$ cat src/rtl/psram_burst_scheduler.sv
// psram_burst_scheduler
//   Arbitrates PSRAM burst slots between a camera writer and a VGA reader.
//   Camera and VGA frames each live in one of two banks. The camera fills one
//   bank while the VGA reads the bank the camera finished most recently.
//   One burst runs at a time: IDLE -> ISSUE (go pulse) -> BUSY -> IDLE.
// Ports
//   clk        burst clock
//   rst        asynchronous active-high reset
//   cam_req    camera FIFO nearly full: a write burst is wanted
//   vga_req    VGA FIFO nearly empty: a read burst is wanted
//   cam_sof    camera start-of-frame pulse, rewinds the camera pointer
//   done       burst-complete pulse from the PSRAM controller
//   go         one-cycle burst start
//   wr         1 = camera write burst, 0 = VGA read burst
//   brst_addr  burst start word address
//   vga_rst    holds VGA timing in reset until the display pipe is primed
//   cam_bank   bank being written by the camera
//   vga_bank   bank being read by the VGA
//   err        sticky burst-timeout flag
module psram_burst_scheduler #(
  parameter int unsigned BURST_LEN   = 16,
  parameter int unsigned FRAME_WORDS = 307200,
  parameter logic [22:0] BANK1_BASE  = 23'h080000,
  parameter int unsigned STREAK_MAX  = 4,
  parameter int unsigned TIMEOUT     = 1024
) (
  input  logic        clk,
  input  logic        rst,
  input  logic        cam_req,
  input  logic        vga_req,
  input  logic        cam_sof,
  input  logic        done,
  output logic        go,
  output logic        wr,
  output logic [22:0] brst_addr,
  output logic        vga_rst,
  output logic        cam_bank,
  output logic        vga_bank,
  output logic        err
);

  localparam int unsigned SW = $clog2(STREAK_MAX + 1);
  localparam int unsigned TW = $clog2(TIMEOUT + 1);
  localparam logic [SW-1:0] STREAK_TOP = SW'(STREAK_MAX);
  localparam logic [TW-1:0] TMO_LAST   = TW'(TIMEOUT - 1);
  localparam logic [19:0]   PTR_STEP   = 20'(BURST_LEN);
  localparam logic [19:0]   FRAME_END  = 20'(FRAME_WORDS);

  typedef enum logic [1:0] {IDLE, ISSUE, BUSY} state_t;

  state_t        r_state;
  state_t        w_state_nxt;

  logic          r_cam_req_q;
  logic          r_vga_req_q;
  logic          r_wr;
  logic [22:0]   r_addr;
  logic          r_cam_bank;
  logic          r_vga_bank;
  logic          r_done_bank;
  logic [18:0]   r_cam_ptr;
  logic [18:0]   r_vga_ptr;
  logic          r_frame_valid;
  logic [SW-1:0] r_streak;
  logic          r_err;
  logic          r_vga_rst;
  logic          r_sof_pend;
  logic [TW-1:0] r_tmo_cnt;

  logic          w_go;
  logic          w_vga_elig;
  logic          w_cam_win;
  logic          w_grant;
  logic          w_tmo;
  logic          w_burst_end;
  logic          w_cam_active;
  logic          w_sof_now;
  logic [18:0]   w_cam_ptr_eff;
  logic [22:0]   w_cam_addr;
  logic [22:0]   w_vga_addr;
  logic [19:0]   w_cam_sum;
  logic [19:0]   w_vga_sum;
  logic          w_cam_wrap;
  logic          w_vga_wrap;

  // Requests are registered before arbitration, so a request seen at edge N
  // becomes a grant at edge N+1. This also means the requests sampled on the
  // edge that returns the FSM to IDLE are the first ones re-evaluated.
  assign w_vga_elig    = r_vga_req_q & r_frame_valid;
  assign w_cam_win     = r_cam_req_q & ((r_streak == STREAK_TOP) | ~w_vga_elig);
  assign w_grant       = (r_state == IDLE) & (w_cam_win | w_vga_elig);
  assign w_tmo         = (r_state == BUSY) & ~done & (r_tmo_cnt == TMO_LAST);
  assign w_burst_end   = (r_state == BUSY) & (done | w_tmo);
  assign w_cam_active  = (r_state != IDLE) & r_wr;
  assign w_sof_now     = cam_sof | r_sof_pend;

  // A start-of-frame arriving in the grant cycle must already steer the address.
  assign w_cam_ptr_eff = cam_sof ? '0 : r_cam_ptr;
  assign w_cam_addr    = (r_cam_bank ? BANK1_BASE : '0) + {4'b0000, w_cam_ptr_eff};
  assign w_vga_addr    = (r_vga_bank ? BANK1_BASE : '0) + {4'b0000, r_vga_ptr};
  assign w_cam_sum     = {1'b0, r_cam_ptr} + PTR_STEP;
  assign w_vga_sum     = {1'b0, r_vga_ptr} + PTR_STEP;
  assign w_cam_wrap    = (w_cam_sum == FRAME_END);
  assign w_vga_wrap    = (w_vga_sum == FRAME_END);

  always_ff @(posedge clk or posedge rst) begin
    if (rst) r_state <= IDLE;
    else     r_state <= w_state_nxt;
  end

  always_comb begin
    w_state_nxt = r_state;
    w_go        = 1'b0;
    case (r_state)
      IDLE:    if (w_grant) w_state_nxt = ISSUE;
      ISSUE: begin
        w_go        = 1'b1;
        w_state_nxt = BUSY;
      end
      BUSY:    if (done || w_tmo) w_state_nxt = IDLE;
      default: w_state_nxt = IDLE;
    endcase
  end

  always_ff @(posedge clk or posedge rst) begin
    if (rst) begin
      r_cam_req_q   <= 1'b0;
      r_vga_req_q   <= 1'b0;
      r_wr          <= 1'b0;
      r_addr        <= '0;
      r_cam_bank    <= 1'b0;
      r_vga_bank    <= 1'b0;
      r_done_bank   <= 1'b0;
      r_cam_ptr     <= '0;
      r_vga_ptr     <= '0;
      r_frame_valid <= 1'b0;
      r_streak      <= '0;
      r_err         <= 1'b0;
      r_vga_rst     <= 1'b1;
      r_sof_pend    <= 1'b0;
      r_tmo_cnt     <= '0;
    end else begin
      r_cam_req_q <= cam_req;
      r_vga_req_q <= vga_req;

      if (r_frame_valid && !vga_req) r_vga_rst <= 1'b0;

      if (w_grant) begin
        if (w_cam_win) begin
          r_wr     <= 1'b1;
          r_addr   <= w_cam_addr;
          r_streak <= '0;
        end else begin
          r_wr   <= 1'b0;
          r_addr <= w_vga_addr;
          if (r_streak != STREAK_TOP) r_streak <= r_streak + 1'b1;
        end
      end

      if (r_state == ISSUE)     r_tmo_cnt <= '0;
      else if (r_state == BUSY) r_tmo_cnt <= r_tmo_cnt + 1'b1;

      if (w_tmo) r_err <= 1'b1;

      // Camera pointer: a start-of-frame during an active camera burst is held
      // until that burst ends, and then overrides any frame completion.
      if (w_cam_active) begin
        if (w_burst_end) begin
          r_sof_pend <= 1'b0;
          if (w_sof_now) begin
            r_cam_ptr <= '0;
          end else if (done) begin
            if (w_cam_wrap) begin
              r_cam_ptr     <= '0;
              r_done_bank   <= r_cam_bank;
              r_cam_bank    <= ~r_cam_bank;
              r_frame_valid <= 1'b1;
            end else begin
              r_cam_ptr <= w_cam_sum[18:0];
            end
          end
        end else if (cam_sof) begin
          r_sof_pend <= 1'b1;
        end
      end else if (cam_sof) begin
        r_cam_ptr <= '0;
      end

      if (w_burst_end && done && !r_wr) begin
        if (w_vga_wrap) begin
          r_vga_ptr  <= '0;
          r_vga_bank <= r_done_bank;
        end else begin
          r_vga_ptr <= w_vga_sum[18:0];
        end
      end
    end
  end

  assign go        = w_go;
  assign wr        = r_wr;
  assign brst_addr = r_addr;
  assign vga_rst   = r_vga_rst;
  assign cam_bank  = r_cam_bank;
  assign vga_bank  = r_vga_bank;
  assign err       = r_err;

endmodule

$ cat config.mk
export PLATFORM = sky130hd
export DESIGN_NAME = psram_burst_scheduler
export DESIGN_NICKNAME = d
export VERILOG_FILES = /design/src/rtl/psram_burst_scheduler.sv
export SDC_FILE = /design/constraint.sdc
export NUM_CORES = 1
export LEC_CHECK = 0
export BUFFER_PORTS_ARGS = -buffer_cell sky130_fd_sc_hd__buf_2
export CORE_MARGIN = 1
export CORE_UTILIZATION = 49
export CTS_BUF_LIST = sky130_fd_sc_hd__clkbuf_8
export CTS_CLUSTER_SIZE = 10
export DETAILED_ROUTE_END_ITERATION = 10
export GPL_TIMING_DRIVEN = 1
export PLACE_DENSITY = 0.78
export SLEW_MARGIN = 25
export SYNTH_ARGS = -nofsm -noshare
export SYNTH_HDL_FRONTEND = slang
export SYNTH_SLANG_ARGS = --single-unit
export TNS_END_PERCENT = 5
$ cat constraint.sdc
create_clock -name clk -period 3.1 [get_ports clk]
set_input_delay 0.465 -clock clk [delete_from_list [all_inputs] [get_ports clk]]
set_output_delay 0.465 -clock clk [all_outputs]
set_load 0.03 [all_outputs]
==> results of run 1 <==
through the flow:
stage	total power, µW	setup WS (ns)	util [%]
2_1_floorplan	2010	0.585	-
3_3_place_gp	2210	0.661	53.0
3_5_place_dp	2260	0.532	53.0
4_1_cts	2960	0.514	55.0
5_1_grt	3120	0.336	55.0
6_report	2950	0.494	55.0
registers in the layout, indices dropped and copies added, names as in the netlist:
name           flops
vga_rst            1
cam_bank           1
wr                 1
vga_bank           1
r_cam_req_q        1
r_vga_ptr         15
r_done_bank        1
r_state            2
r_streak           3
r_sof_pend         1
brst_addr         20
r_cam_ptr         19
err                1
r_vga_req_q        1
r_frame_valid      1
r_tmo_cnt         11
path summary, 6_finish.rpt:
path                                                  end  cells past startpoint                      start  slack, ns
worst min register to register  brst_addr[12]$_DFFE_PP0P_                      2  brst_addr[12]$_DFFE_PP0P_       0.48
min in group clk                    r_cam_req_q$_DFF_PP0_                      1                    cam_req       0.22
worst min-delay path            r_vga_ptr[14]$_DFFE_PP0P_                      2                        rst       0.21
worst max register to register       vga_bank$_DFFE_PP0P_                      7   r_vga_ptr[4]$_DFFE_PP0P_       0.49
max in group asynchronous             vga_rst$_DFFE_PP1P_                      3                        rst       2.13
worst max-delay path                 vga_bank$_DFFE_PP0P_                      7   r_vga_ptr[4]$_DFFE_PP0P_       0.49
cell usage after synthesis (2+ instances only):
library cell  instances  area (µm²)
dfrtp_1              79        1980
nand2_1              62         233
a21oi_1              40         200
o21ai_0              30         150
nor3_1               22         110
clkbuf_1             21        78.8
inv_1                21        78.8
nor3b_1              17         128
nand3_1              15        75.1
nor2_1               15        56.3
xnor2_1              12         105
ha_1                 10         125
o21ai_2               8        70.1
o22ai_1               8        50.1
a31oi_1               6        37.5
and3_1                6        37.5
nand4_1               6        37.5
nor4_1                6        37.5
a22o_1                5        43.8
buf_4                 5        37.5
mux2i_1               5        50.1
nand2b_1              5        31.3
xor2_1                5        43.8
a21boi_1              4        30.0
a21o_1                4        30.0
buf_2                 4        20.0
o31ai_1               4        30.0
and2_1                3        18.8
nand3b_1              3        22.5
nand4_2               3        37.5
nor2b_1               3        18.8
or2_1                 3        18.8
or3_1                 3        18.8
a21boi_0              2        15.0
a31o_2                2        17.5
a32o_1                2        20.0
mux2_2                2        22.5
nor2_2                2        12.5
nor4_4                2        42.5
o21a_1                2        15.0
or2_2                 2        12.5
critical path, stage by stage, from the launching register on:
cell	delay, ns
dfrtp_1	0.49
ha_1	0.31
nand4_2	0.20
nor4_4	0.39
a31oi_1	0.18
nor4_4	0.51
nand2_2	0.10
mux2_4	0.30
kinds of logic (layout without fill, tap and decap cells):
| logic type | Yosys count | after routing | synth area share [%] |
|---|---|---|---|
| and+or+nand+nor | 185 | 185 | 23.0 |
| AOI/OAI and AO/OA | 127 | 127 | 18.3 |
| DFF | 80 | 80 | 45.1 |
| buffers and inverters | 53 | 74 | 5.21 |
| xor gates and xnor gates | 17 | 17 | 3.35 |
| adders and majority gates | 10 | 10 | 2.82 |
| muxes | 9 | 9 | 2.23 |
| other | 1 | 3 | 0.0844 |
per-layer routing:
layer  vias to the layer above  share of wire, %  global-route usage (%)
met4                         0               1.5                    6.00
met3                        16               4.9                    5.18
met1                      1800                45                    28.4
met2                       110                49                    37.1
li1                       1743                 -                       -
met5                         -                 0                       0
power by group:
group	total [µW]	switching, µW	internal (µW)
sequential	1310	133	1170
combinational	945	648	296
clock	701	409	292
total	2950	1190	1760
cell type report:
class	instances	area, µm²	area share [%]
clock buffer	9	124	2.57
clock inverter	7	48.8	1.01
inverter	21	78.8	1.64
multi-input combinational	351	2210	46.0
sequential	80	2000	41.6
tap	108	135	2.81
timing repair buffer	37	213	4.42
layout by cell type, fill, tap and decap left out, drive strengths merged, types with 6 or more instances in the layout:
cell type	instances
a21boi	6
a21oi	40
a31oi	6
and3	6
buf	37
clkbuf	9
dfrtp	79
ha	10
inv	23
nand2	64
nand3	15
nand4	9
nor2	17
nor3	23
nor3b	18
nor4	9
o21ai	39
o22ai	8
xnor2	12
==> results.ini, run 1 <==
[placement]
place.gp.congestion=0.886
port_buffers=31
placed_cells=597
dp_hpwl_um=6990
placed_area_mm2=0.00464

[job]
maxCapViolations=0

[pwr]
ir_drop_uv=486
leakagePower_uw=0.00209
powerDensity_mw_per_mm2=613

[route]
avgViaCountPerCell=5.99
drt-initial-drc-count=249
avgRoutedWirePerCell_um=16.4
ant_nets=0
wl_um=10100
drc=0
vias=3669
first_pass_iters=5

[clocking]
path_clk_slew_ns=0.09
clock_latency_ns=0.36
htreeDepth=3
cts_tree=built
cts_buffers=9
ctsHoldBuffers=0
cts_setup_buffers=0
cts_root_buf=clkbuf_8
cts_resized=0
cts.path.max_buffers=2
cts.sinks=80

[layout]
final_nets=516
antennaDiodeCount=0
design_area_mm2=0.00482
layout-drive-gt1-share_pct=16.6
fin_cells=613
area_delta_synth_final_pct=8.45
fillerInstances=776

[global_routing]
grt.total_usage_pct=22.0
grt_overflow=0
grt_pass1_vias=3525
antenna_found_initial=0
grt_max_degree=50
grt_pass1_wl_um=16900

[sta]
final.setup.tns_ns=0
whs_ns=0.209
post-route-period-util_pct=84.1
finalClockSkew_ns=0.0133
slew_viol_final=0
slew_headroom_pct=45.7
setup_viol=0
rsz0062_at_grt=no
tightestPinTransition_ns=0.815
period_minus_slack_ns=2.61
final-hold-violation-count=0
timing.fmax_mhz=384

[die]
die_y_um=97.2
die_x_um=97.2
core_mm2=0.00876
io_pins=35
num_rows=34
initial_core_util_pct=50.7
dieArea_mm2=0.00945

[critical_path]
cp_data_arrival_time_ns=2.85
crit_fanout=8
worstSetupEndpointType=flip-flop
critPathKind=flip-flop to flip-flop
worstSetupStartpointType=flip-flop
required_ns=3.35

[synthesis]
synth_flop_cell=dfrtp_1
ys_async_sr_fraction_pct=100
seq_area_frac_synth_pct=45.1
avgSynthCellArea_um2=9.22
yosys_register_bits=80
synth-edff-count=0
synth.distinct_cells=64
netlist_area_mm2=0.00444
synth_cells=482
synth_warnings=0

[worst_hold_path]
hold_path.class=primary input to asynchronous set/reset pin

[run_status]
status=complete, no violations

No activity file was read; power rests on OpenSTA's default activity.
==> run 2, diff against run 1 <==
ABC_AREA = 1   (was default)
clock period = 2.5 ns   (was 3.1 ns; I/O delays follow)
==> run 2 against run 1 <==
- power grew 66%
- global-route usage up 2.4 points
- highest routed layer unchanged
- non-clock buffer count is the same
- combinational power rose by 100%
- critical path type unchanged
- hold slack lost 0.12 ns
- core utilization increased by 1.0 points
- clock skew shrank 0.0017 ns
==> results.ini, run 2 <==
[route]
drc=0  ; unchanged
vias=4282  ; +17%
ant_nets=0  ; unchanged
first_pass_iters=5  ; unchanged
drt-initial-drc-count=291  ; +17%
wl_um=11300  ; +13%
avgViaCountPerCell=5.40  ; -9.8%
avgRoutedWirePerCell_um=14.3  ; -13%

[synthesis]
yosys_register_bits=80  ; unchanged
yosysMostFrequentCell=nand2_1
ys_top_cells_by_count=nand2_1 (149), dfrtp_1 (79), nor2_1 (76)
synth_cells=629  ; +30%
synth_warnings=0  ; unchanged
synth_top_area_cell=dfrtp_1
ys_async_sr_fraction_pct=100  ; unchanged
synth-edff-count=0  ; unchanged
synth_area_leaders=dfrtp_1 (42%), nand2_1 (12%), nor2_1 (6.1%)
netlist_area_mm2=0.00468  ; +5.4%
synth.distinct_cells=36  ; -44%
avgSynthCellArea_um2=7.44  ; -19%
synth_flop_cell=dfrtp_1
yosys.area.top_type_share_pct=42.2  ; -2.3 points
seq_area_frac_synth_pct=42.8  ; -2.3 points

[die]
die_x_um=99.7  ; +2.6%
initial_core_util_pct=50.6  ; about the same
num_rows=35  ; +2.9%
io_pins=35  ; unchanged
die_y_um=99.7  ; +2.6%
dieArea_mm2=0.00995  ; +5.2%
core_mm2=0.00924  ; +5.4%

[layout]
area_delta_synth_final_pct=10.5
largest_register_ffs=20  ; unchanged
final_nets=675  ; +31%
fillerInstances=854  ; +10%
final_core_util_pct=56.0  ; +1.0 points
layout_common_cells=nand2_1 (149), dfrtp_1 (79), nor2_1 (76)
antennaDiodeCount=0  ; unchanged
layout-drive-gt1-share_pct=13.3  ; -3.4 points
fin_cells=793  ; +29%
final_common_cell=nand2_1

[sta]
post-route-period-util_pct=82.9  ; -1.1 points
setup_viol=0  ; unchanged
finalClockSkew_ns=0.0116  ; -0.00170 ns
final.setup.tns_ns=0  ; unchanged
rsz0062_at_grt=no
slew_viol_final=0  ; unchanged
final.setup.worst_slack_ns=0.426  ; -0.0680 ns
timing.fmax_mhz=482  ; +26%
tightestPinTransition_ns=0.684  ; -0.131 ns
final-hold-violation-count=0  ; unchanged
slew_headroom_pct=54.3  ; +8.7 points
period_minus_slack_ns=2.07  ; -0.532 ns

[critical_path]
critPathKind=flip-flop to flip-flop
required_ns=2.73  ; -0.62 ns
max_stage_delay_ns=0.47  ; -0.04 ns
worstSetupEndpointType=flip-flop
cp_num_buf_inv=1  ; +1
cp_slowest_cell=dfrtp_1
crit_chain=ha_1, nand3_1, nor2_2, nand3_1, nand2_1, nand2_1, inv_1, nand3_1, nor2_2, nand2_2, nand2_2, a21oi_1
crit_top_cell=nand3_1
worstSetupStartpointType=flip-flop
crit_fanout=6  ; -2
cp_data_arrival_time_ns=2.30  ; -0.55 ns
cp_top_family=simple AND/OR/NAND/NOR gates

[run_status]
status=complete, no violations

[pwr]
powerDensity_mw_per_mm2=945  ; +54%
p_total_uw=4890  ; +66%
ir_drop_uv=441  ; -9.2%
leakagePower_uw=0.00240  ; +15%

[clocking]
htreeDepth=3  ; unchanged
cts.sinks=80  ; unchanged
clock_latency_ns=0.36  ; about the same
ctsHoldBuffers=0  ; unchanged
cts_setup_buffers=0  ; unchanged
cts_tree=built
cts.path.max_buffers=2  ; unchanged
cts_root_buf=clkbuf_8
path_clk_slew_ns=0.10  ; about the same
cts_resized=0  ; unchanged
cts_buffers=9  ; unchanged

[placement]
placed_cells=777  ; +30%
place.gp.congestion=0.944  ; +6.5%
dp_hpwl_um=8370  ; +20%
port_buffers=31  ; unchanged
pre_cts_ws_ns=0.511  ; -0.0209 ns

[global_routing]
grt_overflow=0  ; unchanged
grt.total_usage_pct=24.4  ; +2.4 points
grt_pass1_wl_um=19200  ; +14%
grt_pass1_vias=4204  ; +19%
antenna_found_initial=0  ; unchanged
grt_max_degree=81  ; +62%

[job]
maxCapViolations=0  ; unchanged

[worst_hold_path]
hold_path.class=primary input to asynchronous set/reset pin

==> run 2: where the power goes <==
| part | total (µW) | switching [µW] | internal [µW] |
|---|---|---|---|
| combinational | 1920 | 1330 | 596 |
| sequential | 1900 | 302 | 1600 |
| clock | 1060 | 562 | 498 |
| total | 4890 | 2190 | 2700 |
==> run 2: final cells by class <==
cell class	instances	area [µm²]	area share, %
clock buffer	9	124	2.39
clock inverter	7	97.6	1.89
inverter	77	290	5.61
tap	129	161	3.12
multi-input combinational	454	2280	44.1
timing repair buffer	37	213	4.11
sequential	80	2000	38.7
==> run 2: kinds of logic (layout without fill, tap and decap cells) <==
family | after synthesis | after routing | synth area share [%]
AOI/OAI and AO/OA | 112 | 112 | 13.1
other | 1 | 3 | 0.0801
xor gates and xnor gates | 9 | 9 | 1.85
buffers and inverters | 97 | 130 | 8.56
adders and majority gates | 10 | 10 | 2.67
DFF | 80 | 80 | 42.8
and+or+nand+nor | 320 | 320 | 30.9
==> run 2: worst min-delay path, delay by kind of cell <==
| kind | cells | cell delay [ns] |
|---|---|---|
| buffers and inverters | 3 | 0.49 |
==> run 2: worst paths after layout <==
check	from	to	slack (ns)	cells past startpoint
worst max-delay path	r_cam_ptr[5]$_DFFE_PP0P_	r_cam_ptr[2]$_DFFE_PP0P_	0.43	12
worst min-delay path	rst	r_vga_ptr[17]$_DFFE_PP0P_	0.09	3
worst max register to register	r_cam_ptr[5]$_DFFE_PP0P_	r_cam_ptr[2]$_DFFE_PP0P_	0.43	12
worst min register to register	vga_rst$_DFFE_PP1P_	vga_rst$_DFFE_PP1P_	0.47	1
max in group asynchronous	rst	vga_rst$_DFFE_PP1P_	2.06	3
min in group clk	cam_req	r_cam_req_q$_DFF_PP0_	0.12	1
==> run 2: per-layer routing <==
layer	track usage, %	share of wire, %
met1	31.6	45
met2	41.2	48
met3	4.57	5.2
met4	8.03	1.8
met5	0	0
==> run 2: through the flow <==
| step | instance area [µm²] | hold WS [ns] |
|---|---|---|
| finish | 5170 | 0.0886 |
| global route | 5170 | 0.0970 |
| CTS | 5170 | 0.104 |
| detailed placement | 4950 | 0.460 |
| global placement | 4950 | 0.446 |
| floorplan | 4690 | 0.406 |
==> run 3, diff against run 2 <==
clock period = 2.2 ns   (was 2.5 ns; I/O delays follow)
==> run 3 against run 2 <==
- sequential power grew 14%
- clock skew grew 0.00054 ns
- cell area grew 0.63%
- count of clock-buffer cells in the layout grew 1
- clock power grew 12%
- combinational power grew 16%
- hold slack lost 0.040 ns
- power grew 14%
- wire length grew 1.6%
- core utilization grew 0.35 points
- sequential share of layout area shrank 0.17 points
==> results.ini, run 3 (same netlist as run 2, synthesis figures left out) <==
[run_status]
status=complete, no violations

[critical_path]
worstSetupStartpointType=flip-flop
r2r-start=r_cam_ptr[5]$_DFFE_PP0P_
crit_fanout=6  ; unchanged
cp_data_arrival_time_ns=2.26  ; -0.04 ns
critPathLaunch=r_cam_ptr[5]$_DFFE_PP0P_
worstSetupEndpointType=flip-flop
critPathKind=flip-flop to flip-flop
required_ns=2.45  ; -0.28 ns

[pwr]
ir_drop_uv=582  ; +32%
powerDensity_mw_per_mm2=1070  ; +13%
leakagePower_uw=0.00241  ; +0.40%
p_total_uw=5570  ; +14%

[die]
dieArea_mm2=0.00995  ; unchanged
num_rows=35  ; unchanged
initial_core_util_pct=50.6  ; unchanged
io_pins=35  ; unchanged
die_y_um=99.7  ; unchanged
core_mm2=0.00924  ; unchanged
die_x_um=99.7  ; unchanged

[sta]
final-hold-violation-count=0  ; unchanged
tightestPinTransition_ns=0.731  ; +0.0470 ns
slew_headroom_pct=51.2  ; -3.1 points
whs_ns=0.0482  ; -0.0404 ns
period_minus_slack_ns=2.02  ; -0.0580 ns
final.setup.tns_ns=0  ; unchanged
finalClockSkew_ns=0.0122  ; +0.000540 ns
setup_viol=0  ; unchanged
rsz0062_at_grt=no
post-route-period-util_pct=91.6  ; +8.7 points
timing.fmax_mhz=496  ; +2.9%
slew_viol_final=0  ; unchanged

[layout]
area_delta_synth_final_pct=11.2
fin_cells=797  ; +0.50%
layout_common_cells=nand2_1 (148), nor2_1 (76), dfrtp_1 (76)
final_common_cell=nand2_1
antennaDiodeCount=0  ; unchanged
largest_register_ffs=20  ; unchanged
layout-drive-gt1-share_pct=14.4  ; +1.1 points
final_nets=679  ; +0.59%

[placement]
dp_hpwl_um=8250  ; -1.5%
placed_cells=781  ; +0.51%
place.gp.congestion=0.992  ; +5.1%
port_buffers=31  ; unchanged

[clocking]
cts_setup_buffers=0  ; unchanged
ctsHoldBuffers=0  ; unchanged
clock_latency_ns=0.37  ; about the same
cts.path.max_buffers=2  ; unchanged
cts.sinks=80  ; unchanged
htreeDepth=3  ; unchanged
path_clk_slew_ns=0.10  ; about the same
cts_root_buf=clkbuf_8
cts_buffers=9  ; unchanged
cts_tree=built

[worst_hold_path]
hold_path.class=primary input to asynchronous set/reset pin

[route]
avgRoutedWirePerCell_um=14.5  ; +1.1%
drc=0  ; unchanged
vias=4307  ; +0.58%
ant_nets=0  ; unchanged
drt-initial-drc-count=232  ; -20%
avgViaCountPerCell=5.40  ; about the same
wl_um=11500  ; +1.6%
first_pass_iters=5  ; unchanged

[job]
maxCapViolations=0  ; unchanged

[global_routing]
grt_pass1_wl_um=19700  ; +2.7%
grt_overflow=0  ; unchanged
grt.total_usage_pct=25.1  ; +0.71 points
antenna_found_initial=0  ; unchanged
grt_max_degree=81  ; unchanged
grt_pass1_vias=4126  ; -1.9%

-- run 3: metrics by stage --
step | utilization, % | worst slack (ns) | instance area, µm²
2_1_floorplan | - | 0.476 | 4690
3_3_place_gp | 53.9 | 0.265 | 4980
3_5_place_dp | 53.9 | 0.146 | 4980
4_1_cts | 56.2 | 0.128 | 5190
5_1_grt | 56.3 | 0.0235 | 5200
6_report | 56.3 | 0.184 | 5200
-- run 3: path summary, 6_finish.rpt --
check | depth (start not counted) | endpoint | slack (ns)
max | 12 | r_cam_ptr[3]$_DFFE_PP0P_ | 0.18
min reg2reg | 1 | vga_rst$_DFFE_PP1P_ | 0.46
max in group asynchronous | 3 | r_vga_ptr[4]$_DFFE_PP0P_ | 1.78
max reg2reg | 12 | r_cam_ptr[3]$_DFFE_PP0P_ | 0.18
min in group clk | 1 | r_cam_req_q$_DFF_PP0_ | 0.07
min | 3 | brst_addr[19]$_DFFE_PP0P_ | 0.05
-- run 3: cell type report --
type	instances	area, µm²
clock inverter	6	72.6
fill	872	4040
inverter	77	293
timing repair buffer	41	243
clock buffer	10	138
sequential	80	2010
multi-input combinational	454	2290
tap	129	161
-- run 3: critical path, stage by stage (launching register included) --
cell and delay, ns:
dfrtp_2 0.43, ha_1 0.24, nand2_1 0.12, nor2_4 0.17, nand2_1 0.07, nand2_1 0.08
nand3_1 0.08, nor2_1 0.13, nand2_1 0.08, nor2_2 0.13, nand2_2 0.14, nand2_2 0.13
a21oi_1 0.09
-- run 3: per-layer routing --
| metal | global-route usage, % | wire length [µm] |
|---|---|---|
| met5 | 0 | 0 |
| met1 | 33.5 | 5140 |
| met3 | 4.92 | 671 |
| met2 | 41.4 | 5540 |
| met4 | 7.58 | 174 |
-- run 3: what timing repair did --
action                                  in CTS  in global routing
endpoints found under the setup margin       0                 18
gates resized for setup                      0                  5
hold endpoints to repair                     0                  0
-- run 3: power breakdown --
part / internal, µW / leakage (µW) / switching, µW
logic: 701 / 0.00127 / 1520
clock network: 574 / 0.000110 / 613
registers: 1830 / 0.00103 / 335
